==> src/rtl/iter_multiplier_pkg.sv <==
// Shared definitions for the iterative multiplier: FSM encoding and the MUL
// instruction decode constants used by the execute stage.
package iter_multiplier_pkg;

  typedef enum logic [1:0] {
    ST_IDLE = 2'd0,
    ST_BUSY = 2'd1,
    ST_DONE = 2'd2
  } mul_state_e;

  // MUL is SPECIAL2 opcode with funct 000010
  localparam logic [5:0] OPC_SPECIAL2 = 6'b011100;
  localparam logic [5:0] FUNCT_MUL    = 6'b000010;

endpackage

==> src/rtl/iter_multiplier.sv <==
// Iterative shift-add multiplier: fixed WIDTH-cycle latency, sign handled by
// multiplying magnitudes and negating the final accumulator.
module iter_multiplier
  import iter_multiplier_pkg::*;
#(
  parameter int WIDTH = 32
) (
  input  logic                 clk,
  input  logic                 resetn,
  input  logic                 mult_begin,
  input  logic                 mult_signed,
  input  logic [WIDTH-1:0]     mult_op1,
  input  logic [WIDTH-1:0]     mult_op2,
  output logic [2*WIDTH-1:0]   product,
  output logic                 mult_end,
  output logic                 mult_busy
);

  localparam int CW = (WIDTH > 1) ? $clog2(WIDTH) : 1;
  localparam logic [CW-1:0]      CNT_LAST = CW'(WIDTH - 1);
  localparam logic [CW-1:0]      CNT_ONE  = CW'(1);
  localparam logic [WIDTH-1:0]   ONE_W    = WIDTH'(1);
  localparam logic [2*WIDTH-1:0] ONE_2W   = (2*WIDTH)'(1);

  mul_state_e           state_q, state_d;
  logic [CW-1:0]        cnt_q, cnt_d;
  logic [2*WIDTH-1:0]   acc_q, acc_d;
  logic [2*WIDTH-1:0]   mcand_q, mcand_d;
  logic [WIDTH-1:0]     mplier_q, mplier_d;
  logic                 neg_q, neg_d;
  logic [2*WIDTH-1:0]   product_q, product_d;

  logic [WIDTH-1:0]     op1_mag, op2_mag;
  logic [2*WIDTH-1:0]   acc_step;

  // The most-negative operand maps to 2^(WIDTH-1), which is the right magnitude.
  assign op1_mag  = (mult_signed && mult_op1[WIDTH-1]) ? (~mult_op1 + ONE_W) : mult_op1;
  assign op2_mag  = (mult_signed && mult_op2[WIDTH-1]) ? (~mult_op2 + ONE_W) : mult_op2;
  assign acc_step = mplier_q[0] ? (acc_q + mcand_q) : acc_q;

  always_comb begin
    state_d   = state_q;
    cnt_d     = cnt_q;
    acc_d     = acc_q;
    mcand_d   = mcand_q;
    mplier_d  = mplier_q;
    neg_d     = neg_q;
    product_d = product_q;
    case (state_q)
      ST_IDLE: begin
        if (mult_begin) begin
          state_d  = ST_BUSY;
          mcand_d  = {{WIDTH{1'b0}}, op1_mag};
          mplier_d = op2_mag;
          neg_d    = mult_signed & (mult_op1[WIDTH-1] ^ mult_op2[WIDTH-1]);
          acc_d    = '0;
          cnt_d    = '0;
        end
      end
      ST_BUSY: begin
        // Dropping mult_begin abandons the multiply and leaves product alone.
        if (!mult_begin) begin
          state_d = ST_IDLE;
        end else begin
          acc_d    = acc_step;
          mcand_d  = mcand_q << 1;
          mplier_d = mplier_q >> 1;
          cnt_d    = cnt_q + CNT_ONE;
          if (cnt_q == CNT_LAST) begin
            state_d   = ST_DONE;
            product_d = neg_q ? (~acc_step + ONE_2W) : acc_step;
          end
        end
      end
      ST_DONE: state_d = ST_IDLE;
      default: state_d = ST_IDLE;
    endcase
  end

  always_ff @(posedge clk or negedge resetn) begin
    if (!resetn) begin
      state_q   <= ST_IDLE;
      cnt_q     <= '0;
      acc_q     <= '0;
      mcand_q   <= '0;
      mplier_q  <= '0;
      neg_q     <= 1'b0;
      product_q <= '0;
    end else begin
      state_q   <= state_d;
      cnt_q     <= cnt_d;
      acc_q     <= acc_d;
      mcand_q   <= mcand_d;
      mplier_q  <= mplier_d;
      neg_q     <= neg_d;
      product_q <= product_d;
    end
  end

  assign product   = product_q;
  assign mult_end  = (state_q == ST_DONE);
  assign mult_busy = (state_q == ST_BUSY);

endmodule
==> config.mk <==
export PLATFORM = sky130hd
export DESIGN_NAME = iter_multiplier
export DESIGN_NICKNAME = d
export VERILOG_FILES = /design/src/rtl/iter_multiplier_pkg.sv /design/src/rtl/iter_multiplier.sv
export SDC_FILE = /design/constraint.sdc
export NUM_CORES = 1
export LEC_CHECK = 0
export CORE_MARGIN = 5
export CORE_UTILIZATION = 40
export DETAILED_ROUTE_END_ITERATION = 10
export PLACE_DENSITY = 0.66
export SYNTH_ARGS = -nofsm -noshare
export SYNTH_HDL_FRONTEND = slang
export SYNTH_SLANG_ARGS = --single-unit
==> constraint.sdc <==
create_clock -name clk -period 4.6 [get_ports clk]
set_clock_uncertainty 0.15 [all_clocks]
set_input_delay 0.69 -clock clk [delete_from_list [all_inputs] [get_ports clk]]
set_output_delay 0.69 -clock clk [all_outputs]
set_load 0.05 [all_outputs]
== Word-level counts from Yosys, hierarchy flattened ==
Cells that the tools add are included.
Word-level totals
  register bits: 232
  latch bits: 0
  RAM bits: 0
  memory bits (read-only): 0
  input port bits: 68
  word-level logic and storage cells: 51
  memories kept: 0
Operators by class
  add/subtract/negate cells: 5
  multipliers: 0
  divide/modulo/power cells: 0
  magnitude comparators: 0
  eq/ne operators: 6
  shift operators: 0
  muxes and demuxes: 20
  bitwise logic cells: 5
  reductions and logical operators: 8
Operators by type and width (number)
  $mux 64: 6
  $pmux 64 s2: 2
  $mux 32: 4
  $add 32x1->32 const B: 2
  $add 64x1->64 const B: 1
  $add 64x64->64: 1
  $not 32->32: 2
  $not 64->64: 1
  $pmux 32 s2: 1
  $mux 5: 2
  $pmux 5 s2: 1
  $mux 2: 3
  $reduce_and 3->1: 2
  $add 5x1->5 const B: 1
  $eq 5x5->1 const B: 1
  $ne 2x2->1 const B: 2
  $pmux 2 s2: 1
  $reduce_and 2->1: 2
  $ne 3x2->1 const B: 1
  $eq 2x1->1 const B: 1
  $eq 2x2->1 const B: 1
  $logic_and 1x1->1: 2
  $logic_not 2->1: 1
  $reduce_bool 2->1: 1
  other kinds (2): 2

== Depth between registers and ports, before layout ==
Gate-level depths: netlist of the first run.
  depth in word-level cells: 5
  mapped depth: 17
  mapped depth without buffers: 16

== Worst setup path before layout of the first run ==
OpenSTA, ideal clock, no wires.
  path kind: flip-flop to flip-flop
  start: reg acc_q[0]
  end: reg product_q[56], in the netlist product[56]
  arrival time: 3.631 ns
  required time: 4.318 ns
  setup slack: 0.687 ns
  stages on the path, launching flop included: 17
  buffers on the path: 0
  clock period less this slack: 3.913 ns
  cell sequence: dfrtp_1 > ha_1 > inv_1 > fa_1 > nor2b_4 > o31a_1 > o211ai_1 > and4_1 > or4_4 > nor2_1 > nor4b_4 > nand3_1 > and4bb_4 > nand4_1 > o21ai_0 > xor2_1 > o21ai_1
On the way
  longest elaborated chain between the ends: 5
RTL lines
  start, declared: line iter_multiplier.sv:27  | logic [2*WIDTH-1:0] acc_q, acc_d;
  start signal, assigned: line iter_multiplier.sv:84  | acc_q <= '0;
  start signal, assigned: line iter_multiplier.sv:92  | acc_q <= acc_d;
  $add 64x64->64: line iter_multiplier.sv:39  | assign acc_step = mplier_q[0] ? (acc_q + mcand_q) : acc_q;
  $mux 64 *: line iter_multiplier.sv:39
  $not 64->64: line iter_multiplier.sv:71  | product_d = neg_q ? (~acc_step + ONE_2W) : acc_step;
  $add 64x1->64: line iter_multiplier.sv:71
  $mux 64 *: line iter_multiplier.sv:71
  end signal, assigned: line iter_multiplier.sv:96  | product_q <= product_d;
  end, declared: line iter_multiplier.sv:31  | logic [2*WIDTH-1:0] product_q, product_d;
Mark *: on every way between the ends. The rest lies on a longest branch, timed or not.
A chain may end at the register's enable or synchronous reset.

== Worst setup path in the final report of the first run ==
  start: reg acc_q[0]
  end: reg product_q[63], in the netlist product[63]
The elaborated chain is that of the path after synthesis.

==> results by group, run 1 <==
Placement
  • PortBufs: 133
  • Placed wire-length estimate: 41,600 um
  • Placer Congestion: 0.998
  • Post-Place Cells: 2,861

Yosys
  • Most common cell in the synthesized netlist: nand2_1
  • Post-synth ARST share: 1.00
  • Netlist cell types: 101
  • Mean post-synth cell area: 7.79 um^2
  • Mapped Cells: 2,213
  • Cells taking the most area after synthesis: dfrtp_1 34%, nand2_1 8.6%, o21ai_0 7.9%, a21oi_1 5.3%, ha_1 4.9%
  • Sequential-to-total area share from yosys stat: 0.337
  • Area leader, netlist: dfrtp_1
  • Post-synth top area share: 0.337
  • Seq cells post-synth: 232
  • Commonest cells post-synth: 394 x nand2_1, 272 x o21ai_0, 232 x dfrtp_1, 182 x a21oi_1, 168 x nor2_1
  • Top_reg_cell synth: dfrtp_1
  • Number of flops mapped to enable cells by yosys: 0
  • Syn Std Cell Area: 0.0172 mm^2
  • Syn. warnings: 0
  • Syn_nets: 2,350

Worst setup path
  • FF-to-FF Start: acc_q[0]
  • Critical Path RT: 4870 ps
  • Critical path destination: product[63]
  • Crit path launch type: flip-flop
  • R2R Setup Slk: 140 ps
  • Worst r2r dst: product[63]
  • Critical path endpoint category: flip-flop
  • Depth of the most critical reg-to-reg path: 16
  • WP buf/inv: 1
  • CP top delay family: simple AND/OR/NAND/NOR gates
  • Crit path max-delay cell type: a31oi_1
  • Crit path from: acc_q[0]
  • CP dominant cell by count: and4_1
  • Crit Path Class: reg2reg
  • Arr. time, crit path: 4740 ps
  • Crit-path cells: ha_2 > inv_1 > fa_2 > nor2b_4 > o31a_1 > or3_1 > a31oi_1 > and4_1 > o2111a_1 > and2_1 > and4_1 > and4bb_2 > and4_1 > nand3_1 > mux2i_1 > o311ai_0
  • CP Max Fanout: 4
  • Stages on the worst setup path: 16
  • Worst path max stage delay: 410 ps

Timing
  • Clock period minus worst slack: 4460 ps
  • Setup_tns: 0 ps
  • Fin. max-slew vios: 0
  • Final hold slack: -4.77 ps
  • Setup Viol. Count Final: 0
  • Slew @ Worst Pin: 1090 ps
  • Final hold vios: 3
  • Max frequency: 0.224 GHz
  • Period utilization: 0.970
  • Relative slew slack: 0.272

Floorplanning
  • I/O pins: 134
  • Height of the die: 218 um
  • Site Rows: 76
  • Starting Density: 0.402
  • Die width: 218 um
  • Placeable Area: 0.0429 mm^2
  • DIE AREA: 0.0474 mm^2

Drt
  • Initial DRC count: 1,407
  • Drt pass-1 iters: 7
  • Drt total wl: 54,800 um
  • DRT antenna net count: 0
  • Via count normalized by instance count: 5.65
  • Routed wire per std cell: 18.8 um
  • # DRC: 0
  • Via Count: 16,500

Global routing
  • Initial antenna violation count: 1
  • Grt total ovfl: 0
  • Largest net degree at the start of global routing: 117
  • First-pass GRT wire length: 87,300 um
  • Total track usage: 0.227
  • Vias in the first global route: 15,700

Layout
  • Share of cells above drive strength 1: 0.0875
  • Non-Filler Instances: 2,917
  • N_diodes: 0
  • Fillers: 4,165
  • Final-stage net count: 2,448
  • Area Growth Syn to Fin: 19.1%

Clocking
  • CTS tree: built
  • Clock latency on the worst-skew pair: 580 ps
  • CTS Buf Count: 28
  • Clock tree root driver cell: clkbuf_16
  • Clock Sinks: 232
  • Reg clk slew, reported paths: 60 ps
  • CTS Buffer Depth: 3
  • Post-CTS Hold Buffers: 0
  • H-tree depth: 1

Run
  • # Max-Cap Violations: 0

Hold path
  • Worst Hold Class: in2async

Pwr
  • Cell area power density: 321 mW/mm^2
  • Worst vdd ir: 251 uV
  • Leak pwr: 0.00858 uW

Run status
  • Run status: complete, but fails checks
  • Failing checks: hold timing
[state kept, by name, indices dropped and copies added, names as in the netlist]
name      flops
acc_q        64
mcand_q      64
product      64
mplier_q     32
cnt_q         5
state_q       2
neg_q         1
[stage by stage]
stage / cell area, um^2 / worst slack (ps) / util / total power (uW)
4_1_cts: 20400 / 40.6 / 0.475 / 6610
3_3_place_gp: 19400 / 103 / 0.451 / 4090
2_1_floorplan: 17200 / 687 / - / 3500
6_report: 20500 / 136 / 0.479 / 6600
3_5_place_dp: 19400 / 63.0 / 0.451 / 4120
5_1_grt: 20500 / -42.1 / 0.479 / 6950
[kinds of logic (layout without fill, tap and decap cells)]
family          Yosys count  in the layout  synth area share
simple gates            868            868             0.236
compound gates          701            701             0.247
flops                   232            232             0.337
buf+inv                 170            289            0.0393
xor+xnor                144            144            0.0731
fa+ha+maj                69             69            0.0505
mux                      29             29            0.0173
[power breakdown]
group	switching, uW	total [uW]	internal (uW)
clock network	957	2470	1510
logic	1090	1800	704
registers	162	2330	2170
total	2210	6600	4380
[repair_timing]
| action | in CTS | in global routing |
|---|---|---|
| endpoints found under the setup margin | 0 | 25 |
| resized for setup | 0 | 27 |
| setup buffers | 0 | 5 |
[worst min path at each step]
stage | end
after floorplan | acc_q[0]
after global placement | cnt_q[4]
after detailed placement | cnt_q[4]
after CTS | product[55]
after global routing | product[61]
final | product[51]
[cell usage in the layout (no fill, tap or decap), types with 32 or more instances in the layout]
| master | instances |
|---|---|
| a21oi_1 | 179 |
| nor3_1 | 36 |
| nand2_1 | 394 |
| nor2_1 | 168 |
| ha_1 | 64 |
| inv_1 | 32 |
| o21ai_0 | 269 |
| xor2_1 | 64 |
| dfrtp_1 | 229 |
| nand3_1 | 66 |
| clkdlybuf4s50_1 | 132 |
| buf_4 | 67 |
| nand4_1 | 44 |
| o21ai_1 | 36 |
| xnor2_1 | 80 |
[routing by layer]
| layer | global-route usage | vias to the layer above | wire, um |
|---|---|---|---|
| met2 | 0.330 | 524 | 22500 |
| met3 | 0.0418 | 61 | 4110 |
| met1 | 0.348 | 7770 | 26900 |
| li1 | - | 8114 | - |
| met4 | 0.0529 | 0 | 1220 |
| met5 | 0 | - | 0 |
[area by class of cell]
| cell class | count | area, um^2 | share of cell area |
|---|---|---|---|
| clock buffers | 33 | 749 | 0.0365 |
| clock inverters | 18 | 279 | 0.0136 |
| inverters | 33 | 124 | 0.00603 |
| multi-input cells | 1811 | 10900 | 0.531 |
| flip-flops and latches | 232 | 5810 | 0.283 |
| well taps | 585 | 732 | 0.0356 |
| repair buffers | 205 | 1940 | 0.0944 |
No activity file was read; power rests on OpenSTA's default activity.
==> run 2: changes to the inputs <==
- CTS_CLUSTER_DIAMETER: default -> 150
==> results of run 2 <==
The final DEF is identical to that of run 1; final timing and power are the same.
==> run 3: changes to the inputs <==
- CORE_UTILIZATION: 40 -> 60
- PLACE_DENSITY: 0.66 -> 0.9
==> results by group, run 3 (same netlist as run 1, synthesis figures left out) <==
Layout
  • Final-stage net count: 2,446
  • Commonest cells after routing, fill and taps aside: 394 x nand2_1, 269 x o21ai_0, 230 x dfrtp_1
  • Non-Filler Instances: 2,712
  • N_diodes: 0
  • Share of cells above drive strength 1: 0.0863
  • Final Instance Area: 0.0202 mm^2
  • Area Growth Syn to Fin: 17.3%
  • Commonest non-fill, non-tap cell in the layout: nand2_1

Placement
  • Placer Congestion: 0.993
  • Post-Place Cell Area: 0.0191 mm^2
  • Pre-CTS setup slack: -33.7 ps
  • Placed wire-length estimate: 40,400 um
  • Post-Place Cells: 2,659
  • PortBufs: 133

Worst setup path
  • CP Max Fanout: 6
  • Arr. time, crit path: 4710 ps
  • Worst r2r dst: product[62]
  • Depth of the most critical reg-to-reg path: 17
  • R2R Setup Slk: 170 ps
  • Critical Path RT: 4880 ps
  • Critical path endpoint category: flip-flop
  • FF-to-FF Start: acc_q[0]
  • Crit Path Class: reg2reg
  • Crit path launch type: flip-flop

Global routing
  • First-pass GRT wire length: 86,100 um
  • Grt total ovfl: 0
  • Vias in the first global route: 16,100
  • Initial antenna violation count: 0
  • Largest net degree at the start of global routing: 112
  • Total track usage: 0.321

Drt
  • Drt pass-1 iters: 6
  • Via count normalized by instance count: 6.39
  • Initial DRC count: 2,138
  • DRT antenna net count: 0
  • # DRC: 0
  • Routed wire per std cell: 19.9 um
  • Drt total wl: 54,000 um
  • Via Count: 17,300

Floorplanning
  • I/O pins: 134
  • DIE AREA: 0.0322 mm^2
  • Site Rows: 62
  • Height of the die: 180 um
  • Placeable Area: 0.0285 mm^2
  • Starting Density: 0.604
  • Die width: 180 um

Timing
  • Final hold vios: 0
  • Setup_tns: 0 ps
  • Clock period minus worst slack: 4430 ps
  • Final worst slack: 169 ps
  • Relative slew slack: 0.463
  • Max frequency: 0.226 GHz
  • Setup Viol. Count Final: 0
  • Fin. max-slew vios: 0
  • Final hold slack: 327 ps
  • Slew @ Worst Pin: 784 ps
  • Period utilization: 0.963

Clocking
  • Clock Sinks: 232
  • CTS Buffer Depth: 3
  • CTS Buf Count: 25
  • Clock latency on the worst-skew pair: 560 ps
  • Clock tree root driver cell: clkbuf_16
  • Reg clk slew, reported paths: 60 ps
  • CTS tree: built
  • H-tree depth: 1

Pwr
  • Leak pwr: 0.00858 uW
  • Worst vdd ir: 238 uV
  • Cell area power density: 322 mW/mm^2

Run
  • # Max-Cap Violations: 0

Hold path
  • Worst Hold Class: reg2reg
  • Hold path startpoint: product[1]
  • Worst hold path cell count: 2
  • Worst hold endpoint: product[1]

Run status
  • Run status: finished, final reports clean
-- run 3: area by class of cell --
| class | instances | area, um^2 |
|---|---|---|
| Timing Repair Buffer | 206 | 1920 |
| Multi-Input combinational cell | 1811 | 10900 |
| Tap cell | 384 | 480 |
| Clock buffer | 30 | 684 |
| Sequential cell | 232 | 5810 |
| Clock inverter | 16 | 274 |
| Inverter | 33 | 124 |
| Fill cell | 2267 | 8310 |
-- run 3: metrics by stage --
step | total power (uW) | util
CTS | 6440 | 0.702
global route | 6810 | 0.709
global placement | 4030 | 0.668
detailed placement | 4090 | 0.668
floorplan | 3500 | -
finish | 6520 | 0.709
-- run 3: worst max-delay path, cell delays in order (launching register included) --
cell and delay, ps:
dfrtp_1 410, ha_2 220, inv_1 80, fa_2 230, nor2b_4 60, o31a_1 340
o31ai_4 330, a31oi_2 230, o211ai_1 240, mux2_2 360, a221oi_2 350, nand3_2 180
and4bb_4 400, nand4_1 100, buf_4 180, o31ai_2 240, xnor2_1 140, o21ai_1 70
-- run 3: how the worst max path moves through the flow --
stage	slack, ps	cells after the start	to	startpoint
3_3_place_gp	260	17	product[56]	mcand_q[0]
5_1_grt	-60	17	product[62]	mcand_q[0]
4_1_cts	20	16	product[59]	acc_q[0]
3_5_place_dp	-30	18	product[56]	acc_q[0]
2_1_floorplan	690	16	product[56]	acc_q[0]
6_report	170	17	product[62]	acc_q[0]
-- run 3: metal layers --
| metal | vias up | GRT usage | wire length (um) |
|---|---|---|---|
| li1 | 8113 | - | - |
| met1 | 8197 | 0.485 | 23200 |
| met2 | 938 | 0.485 | 23400 |
| met3 | 93 | 0.0499 | 6240 |
| met4 | 0 | 0.0786 | 1220 |
| met5 | - | 0 | 0 |
-- run 3: timing repair --
| item | in CTS | in global routing |
|---|---|---|
| buffers inserted | 0 | 6 |
| endpoints found under the hold margin | 5 | 0 |
| setup endpoints to repair | 2 | 23 |
| gates resized for setup | 2 | 34 |
| hold buffers | 1 | 0 |
| pin swaps | 0 | 8 |
-- run 3: where the power goes --
| part | switching [uW] | internal (uW) | total [uW] |
|---|---|---|---|
| Clock | 901 | 1460 | 2360 |
| Sequential | 147 | 2170 | 2320 |
| Combinational | 1120 | 721 | 1850 |
==> edit: new RTL, flow settings as in run 1 <==
Re-encode `mul_state_e` (3 states) as one-hot, 3 bits wide.
--- a/src/rtl/iter_multiplier_pkg.sv
+++ b/src/rtl/iter_multiplier_pkg.sv
@@ -3,8 +3,8 @@
 package iter_multiplier_pkg;
 
-  typedef enum logic [1:0] {
-    ST_IDLE = 2'd0,
-    ST_BUSY = 2'd1,
-    ST_DONE = 2'd2
+  typedef enum logic [2:0] {
+    ST_IDLE = 3'b001,
+    ST_BUSY = 3'b010,
+    ST_DONE = 3'b100
   } mul_state_e;
 
Check against the original RTL: no difference found for any inputs over 4 cycles, from zero or initial values and one cycle with resetn low; so few cycles prove little.
==> edit against run 1 <==
Synthesized cell count grew 3.4%; sequential cell count grew 1; fmax shrank 0.32%; routed wire length grew 9.8%; cell area grew 5.9%; first-iteration DRC count grew 9.3%; critical path depth grew 1; non-clock buffer count grew 82; setup slack lost 14 ps; area after synthesis grew 3.2%.
Power is not compared: it rests on default switching activity, and its combinational part moved more than twofold at a synthesized area within 25%.
==> edit: results (changes against run 1) <==
yosys:
  ys_seq_area_share_pct: 32.8  # -0.91 points
  synth_async_sr_flop_share_pct: 100  # unchanged
  ys.flop_type: "dfrtp_1"
  ys_top_cells_by_count: "347 x nand2_1, 232 x dfrtp_1, 232 x o21ai_0"
  synthTopCellsByArea: "dfrtp_1 33%, nand2_1 7.3%, o21ai_0 6.5%"
  yosysWarnings: 0  # unchanged
  syn_nets: 2426  # +3.2%
  yosys.cell_types.count: 106  # +5.0%
outcome:
  outcome: "finished, final reports clean"
pwr:
  ir_drop_uv: 263
  p_leak_nw: 9.21
clock_tree:
  path_clk_slew_ps: 60  # about the same
  worst_skew_pair.late_latency_ps: 560  # -20 ps
  cts_buffer_depth: 3  # unchanged
  root_buffer: "clkbuf_16"
  cts_made_buffers: 28  # unchanged
  htree_levels: 1  # unchanged
routing:
  viasPerCell: 5.80  # +2.8%
  drt-initial-drc-count: 1538  # +9.3%
  drtPass1Iterations: 6  # -1
  wl_mm: 60.2  # +9.8%
global_routing:
  grt_start_max_net_pins: 96  # -18%
  gr-usage-all-layers_pct: 23.5  # +0.82 points
  grt_pass1_wl_mm: 95.8  # +9.8%
  grt_pass1_vias: 17500  # +12%
  antenna_found_initial: 0  # -1
place:
  routabilityCongestion: 0.982  # -1.6%
  io_buffers: 133  # unchanged
  dp_hpwl_mm: 46.0  # +11%
finish:
  nNetsFinal: 2595  # +6.0%
  n_antenna_cell: 0  # unchanged
  drive_gt1_share_pct: 12.3  # +3.6 points
worst_setup_path:
  crit_fanout: 14  # +10
sta:
  slew-limit-headroom_pct: 21.3  # -5.9 points
hold_path:
  hp-class: "register to register"
-- edit: cell count changes after synthesis, moves of 17 or more --
cell	delta
o21ai_0	-40
a21oi_1	+28
nor3_1	+17
buf_2	+18
nand3_1	+61
nand2_1	-47
-- edit: kinds of logic after synthesis --
family,Yosys count,synth area share [%]
XOR/XNOR,142,6.99
adder cells (fa/ha/maj),69,4.89
flip-flops,233,32.8
buffers and inverters,177,4.14
AND/OR/NAND/NOR,914,24.3
multiplexers,31,1.78
AO/OA/AOI/OAI,723,25.1
-- edit: metrics by stage --
stage,setup slack [ps],instances,cell area [µm²],util [%]
after floorplan,566,2289,17800,-
after global placement,94.8,3006,20400,46.2
after detailed placement,-9.15,3006,20400,46.2
after CTS,-1.44,3058,21500,48.7
after global routing,-58.4,3071,21800,49.3
final,122,3071,21800,49.3
-- edit: report_power, final --
group / switching (mW) / internal [mW] / leakage [nW]
Clock: 0.930 / 1.61 / 0.517
Combinational: 3.27 / 2.07 / 5.57
Sequential: 0.364 / 2.40 / 3.13
-- edit: area by class of cell --
| class | instances | area [µm²] |
|---|---|---|
| well taps | 592 | 741 |
| multi-input cells | 1879 | 11500 |
| flip-flops and latches | 233 | 5840 |
| repair buffers | 287 | 2530 |
| clock inverters | 16 | 272 |
| fillers | 4349 | 22400 |
| inverters | 29 | 109 |
| clock buffers | 35 | 788 |
-- edit: path summary, 6_finish.rpt --
check / startpoint / endpoint / slack, ps / cells after the start
max: acc_q[0] / product[53] / 120 / 17
min: product[31] / product[31] / 330 / 2
max reg2reg: acc_q[0] / product[53] / 120 / 17
min reg2reg: product[31] / product[31] / 330 / 2
max in group asynchronous: resetn / product[40] / 2800 / 3
min in group asynchronous: resetn / product[41] / 550 / 2
-- edit: worst max-delay path: stages, from the launching register on --
cell	delay, ps
dfrtp_1	400
ha_2	200
inv_1	80
fa_2	240
nor2b_4	50
o31a_1	340
buf_4	190
nor3_4	170
o31ai_2	120
nor4_4	380
nand3_2	190
or4_4	540
nor2_4	140
or3b_4	410
buf_12	160
o31ai_1	310
xor2_1	170
o21ai_1	70
-- edit: timing repair --
| action | in CTS | in global routing |
|---|---|---|
| buffers inserted | 0 | 12 |
| gates cloned | 0 | 1 |
| hold buffers | 1 | 0 |
| hold endpoints to repair | 71 | 0 |
| gates resized for setup | 1 | 44 |
| pin swaps | 2 | 13 |
| endpoints found under the setup margin | 2 | 32 |
-- edit: layer usage --
metal  global-route usage [%]  up-vias  wire, µm
met1                     31.2     8540     26300
met3                     2.97      105      3000
li1                         -     8634         -
met5                        0        -         0
met2                     40.9      543     29100
met4                     5.80        0      1750
